File: src/rtl/pcie_interrupt_sender.sv
// ---------------------------------------------------------------------------
// pcie_interrupt_sender
//
// Converts level interrupt requests from the rx and tx paths into MSI
// requests towards the PCIe endpoint core, then paces further MSIs.
//
// After the core grants an MSI, the block waits for the host to acknowledge
// it. Once acknowledged, it keeps a minimum idle gap before the next MSI. If
// no acknowledge arrives in time, the block goes back to IDLE, and a request
// that is still asserted sends the MSI again.
//
// Parameters
//   HOLDOFF_CYCLES  idle gap (clk cycles) after a host acknowledge
//   ACK_TIMEOUT     clk cycles to wait for a host acknowledge
//
// Ports
//   clk                  clock, rising edge
//   reset                synchronous, active-high reset
//   rx_send_interrupt    level request from the rx interrupt generator
//   tx_send_interrupt    level request from the tx completion path
//   interrupts_enabled   MSI enable from the core configuration space
//   interrupt_ack        one-cycle pulse on host interrupt-acknowledge write
//   cfg_interrupt_n      active-low MSI request to the endpoint core
//   cfg_interrupt_rdy_n  active-low grant from the endpoint core
//   cfg_interrupt_di     MSI cause vector {6'b0, tx, rx}
//   irq_count            number of MSIs granted by the core (wraps)
// ---------------------------------------------------------------------------
module pcie_interrupt_sender #(
    parameter logic [31:0] HOLDOFF_CYCLES = 32'd2500,
    parameter logic [31:0] ACK_TIMEOUT    = 32'd250000
) (
    input  logic        clk,
    input  logic        reset,
    input  logic        rx_send_interrupt,
    input  logic        tx_send_interrupt,
    input  logic        interrupts_enabled,
    input  logic        interrupt_ack,
    output logic        cfg_interrupt_n,
    input  logic        cfg_interrupt_rdy_n,
    output logic [7:0]  cfg_interrupt_di,
    output logic [31:0] irq_count
);

    typedef enum logic [3:0] {
        IDLE     = 4'b0001,
        REQ      = 4'b0010,
        WAIT_ACK = 4'b0100,
        HOLDOFF  = 4'b1000
    } state_t;

    state_t      state_q, state_d;
    logic        int_n_q, int_n_d;
    logic [7:0]  di_q, di_d;
    logic [31:0] irq_count_q, irq_count_d;
    logic [31:0] counter_q, counter_d;

    always_comb begin
        state_d     = state_q;
        int_n_d     = int_n_q;
        di_d        = di_q;
        irq_count_d = irq_count_q;
        counter_d   = counter_q;

        case (state_q)
            IDLE: begin
                // Requests are levels.  They are sampled only here, and
                // only while MSIs are enabled. Nothing is latched.
                if (interrupts_enabled && (rx_send_interrupt || tx_send_interrupt)) begin
                    di_d    = {6'b0, tx_send_interrupt, rx_send_interrupt};
                    int_n_d = 1'b0;
                    state_d = REQ;
                end
            end
            REQ: begin
                // Hold the request and the cause vector steady until the core grants.
                if (!cfg_interrupt_rdy_n) begin
                    int_n_d     = 1'b1;
                    irq_count_d = irq_count_q + 32'd1;
                    counter_d   = ACK_TIMEOUT;
                    state_d     = WAIT_ACK;
                end
            end
            WAIT_ACK: begin
                // An ack that arrives with an expired timeout still wins.
                if (interrupt_ack) begin
                    counter_d = HOLDOFF_CYCLES;
                    state_d   = HOLDOFF;
                end else if (counter_q == 32'd0) begin
                    state_d = IDLE;
                end else begin
                    counter_d = counter_q - 32'd1;
                end
            end
            HOLDOFF: begin
                // The block stays in HOLDOFF while the counter reads HOLDOFF_CYCLES..0.
                // That is HOLDOFF_CYCLES+1 cycles in total.
                if (counter_q == 32'd0) begin
                    state_d = IDLE;
                end else begin
                    counter_d = counter_q - 32'd1;
                end
            end
            default: begin
                state_d = IDLE;
                int_n_d = 1'b1;
            end
        endcase
    end

    always_ff @(posedge clk) begin
        if (reset) begin
            state_q     <= IDLE;
            int_n_q     <= 1'b1;
            di_q        <= 8'h00;
            irq_count_q <= 32'd0;
            counter_q   <= 32'd0;
        end else begin
            state_q     <= state_d;
            int_n_q     <= int_n_d;
            di_q        <= di_d;
            irq_count_q <= irq_count_d;
            counter_q   <= counter_d;
        end
    end

    assign cfg_interrupt_n  = int_n_q;
    assign cfg_interrupt_di = di_q;
    assign irq_count        = irq_count_q;

endmodule
File: config.mk
export PLATFORM = sky130hd
export DESIGN_NAME = pcie_interrupt_sender
export DESIGN_NICKNAME = d
export VERILOG_FILES = /design/src/rtl/pcie_interrupt_sender.sv
export SDC_FILE = /design/constraint.sdc
export NUM_CORES = 1
export LEC_CHECK = 0
export BUFFER_PORTS_ARGS = -buffer_cell sky130_fd_sc_hd__buf_2
export CAP_MARGIN = 20
export CELL_PAD_IN_SITES_DETAIL_PLACEMENT = 1
export CELL_PAD_IN_SITES_GLOBAL_PLACEMENT = 1
export CORE_MARGIN = 1.5
export CORE_UTILIZATION = 47
export DETAILED_ROUTE_END_ITERATION = 16
export PLACE_DENSITY_LB_ADDON = 0.05
export SKIP_LAST_GASP = 1
export SYNTH_ARGS = -nofsm -noshare
export SYNTH_HDL_FRONTEND = slang
export SYNTH_SLANG_ARGS = --single-unit
File: constraint.sdc
create_clock -name clk -period 6.7 [get_ports clk]
set_clock_uncertainty 0.2 [all_clocks]
set_input_delay 0.335 -clock clk [delete_from_list [all_inputs] [get_ports clk]]
set_output_delay 0.335 -clock clk [all_outputs]
set_load 0.05 [all_outputs]
==> metrics.txt <==
vias in the first global route 3,404; max-cap viol count 0; Worst Max-Slew Pin Slew 986 ps; Ys Warns 0; Seq pwr share 0.542; post-CTS setup buffers 0; mapped cell area 3740 sq um; drt drc 0; layout cell share with drive strength beyond 1 0.143; VDD IR-drop max 0.000113 V; via/cell ratio 6.00; Final Cell Area 4120 sq um; cts hold-fix bufs 0; CTS H-Tree Depth 3; number of port buffers 41; global-route wire length before repair 16,500 um; GRT Util Overall 0.239; initial core utilization 0.483; CTS Buf Count 9; reg2reg end counter_q[25]$_SDFFE_PP0P_; clock latency on the worst-skew pair 330 ps; Final Hold Viols 0; ANT cells 0; WL/cell 16.8 um; placed inst area 3960 sq um; GP Congestion 0.856; Placed Cells 571; CTS clock-pin slew for the worst setup and hold paths 80 ps; internal power 584 uW; commonest non-fill, non-tap cell in the layout dfxtp_1; Synth area leaders dfxtp_1 38%, nor2_1 5.2%, a21oi_1 3.8%; GRT overflow 0; worst-case clock buffer depth 2; asr flop ratio synth 0; TNS Setup 0 ps; CTS tree done; pin count of the biggest net entering global routing 48; Die Width 92.2 um; Main synth FF type dfxtp_1; CP Data Arrival Time 3150 ps; achievable frequency 323 MHz; min cycle time layout 3100 ps; post_cts resized 0; via count 3,518; worst setup path end counter_q[25]$_SDFFE_PP0P_; Synth top area share 0.380; switching share of power 0.263; boundary pin count 48; 1st-pass router iterations 4; core area 7730 sq um; FF+latch count, synth 71; HP Class input port to flip-flop; initial antenna violation count 0; Sw Pwr 209 uW; area leader, netlist dfxtp_1; EDFF count, synth 0; full die area 8490 sq um; period utilization 0.462; Filler cells 956; count of final setup violators 0; Worst Reg-to-Reg Cells 5; clk root buf clkbuf_8; Max Fanout on Critical Path 15; critical path startpoint category flip-flop; RSZ-0062 raised after global routing false; status finished clean; Core Rows 32; flop2flop setup slack 3600 ps; PwrDens 192 nW/um^2; Rel. slew slack 0.333; area delta synth->final 10.2%; PnR Total Power 792 uW; crit path from state_q[1]$_SDFFE_PP0P_; Clock Power Share 0.377; Syn Inst Count 450; reg2reg start state_q[1]$_SDFFE_PP0P_; CP Capture Type flip-flop; Routed Antenna Nets 0; highest routed layer met4; final WL 9860 um; Combinational Power Share 0.081; Worst EP required 6760 ps; Mean Syn Cell Area 8.30 sq um; Netlist cell types 62; clock sink count 71; Final Non-Filler Cells 586; Final nets 489; met2 wire length 4710 um; max-slew violation count 0; leak pwr 1.63 nW; met1 wire length 4760 um; commonest non-fill, non-tap cells in the layout 71 x dfxtp_1, 52 x nor2_1, 41 x buf_2; WS Path Type flip-flop to flip-flop; post-DP HPWL 7000 um; met3 wire len 298 um; drt first-iter violations 141; die height 92.2 um; sequential area share after synthesis 0.380
-- sequential cells by signal (all words and copies together) (netlist names) --
name              count
irq_count            32
cfg_interrupt_n       1
state_q               4
cfg_interrupt_di      2
counter_q            32
-- worst min-delay path by stage --
stage	depth (start not counted)	start	end	slack, ps
2_1_floorplan	2	counter_q[31]$_SDFFE_PP0P_	counter_q[31]$_SDFFE_PP0P_	250
3_3_place_gp	2	counter_q[31]$_SDFFE_PP0P_	counter_q[31]$_SDFFE_PP0P_	260
3_5_place_dp	2	counter_q[31]$_SDFFE_PP0P_	counter_q[31]$_SDFFE_PP0P_	270
4_1_cts	3	rx_send_interrupt	cfg_interrupt_di[0]$_SDFFE_PP0P_	50
5_1_grt	3	tx_send_interrupt	cfg_interrupt_di[1]$_SDFFE_PP0P_	80
6_report	3	tx_send_interrupt	cfg_interrupt_di[1]$_SDFFE_PP0P_	60
-- stage by stage --
stage	worst slack, ps	hold WS (ps)	util
detailed placement	3640	274	0.512
global route	3270	76.6	0.533
global placement	3730	263	0.512
finish	3600	57.0	0.533
floorplan	4150	246	-
CTS	3600	52.0	0.533
-- synthesized netlist by cell type (2+ instances only) --
cell type and n:
nand2_1 28, nor2b_1 5, and3_1 7, clkbuf_1 16, or2_2 2, o41ai_1 5, nor4b_1 2, inv_1 11
o21ai_0 22, dfxtp_1 71, buf_2 4, or4_4 2, a211o_1 2, nand4_1 9, and2_1 5, nor2_1 52
a21oi_1 28, nand3_1 22, or4_1 12, a311oi_1 4, xnor2_1 10, and4_1 5, or4b_1 3, mux2i_1 3
o31ai_1 6, or3_1 19, nor4_1 10, nor3_1 8, xor2_1 16, a32o_1 2, nor3b_1 2, buf_4 6
o311ai_0 2, nand4b_1 4, a211oi_1 2, ha_1 2, nand3b_1 2, o211ai_1 6, a31oi_1 7, o311ai_2 2
a21o_1 2, o31a_1 2
-- area by class of cell --
class | count | area, sq um | share of cell area
Multi-Input combinational cell | 345 | 2150 | 0.522
Sequential cell | 71 | 1420 | 0.345
Timing Repair Buffer | 42 | 213 | 0.0516
Clock buffer | 11 | 141 | 0.0343
Tap cell | 102 | 128 | 0.0310
Inverter | 11 | 41.3 | 0.0100
Clock inverter | 4 | 22.5 | 0.00547
-- per-layer routing --
layer,vias up,global-route usage
li1,1725,-
met1,1722,0.324
met2,61,0.395
met3,10,0.0315
met4,0,0.0718
met5,-,0
-- critical path, stage by stage, from the launching register on --
cell and delay (ps):
dfxtp_1 520, nor3b_1 300, o311a_1 560, o2111ai_1 600
or4b_1 680, a21oi_1 160
-- logic make-up (layout without fill, tap and decap cells) --
family                     Yosys count  count (layout)  synth area share
and+or+nand+nor                    207             207             0.314
AOI/OAI and AO/OA                  100             100             0.177
DFF                                 71              71             0.380
buffers and inverters               39              68            0.0486
xor gates and xnor gates            26              26            0.0609
muxes                                4               4            0.0111
adders and majority gates            2               2           0.00670
other                                1               6           0.00100
-- power groups by stage --
stage	Combinational, mW	Sequential [mW]	Clock, mW
finish	0.0643	0.429	0.299
global route	0.0701	0.430	0.326
CTS	0.0642	0.429	0.309
detailed placement	0.0639	0.439	0
global placement	0.0626	0.439	0
floorplan	0.0496	0.442	0
Power figures use the tool's default switching activity.
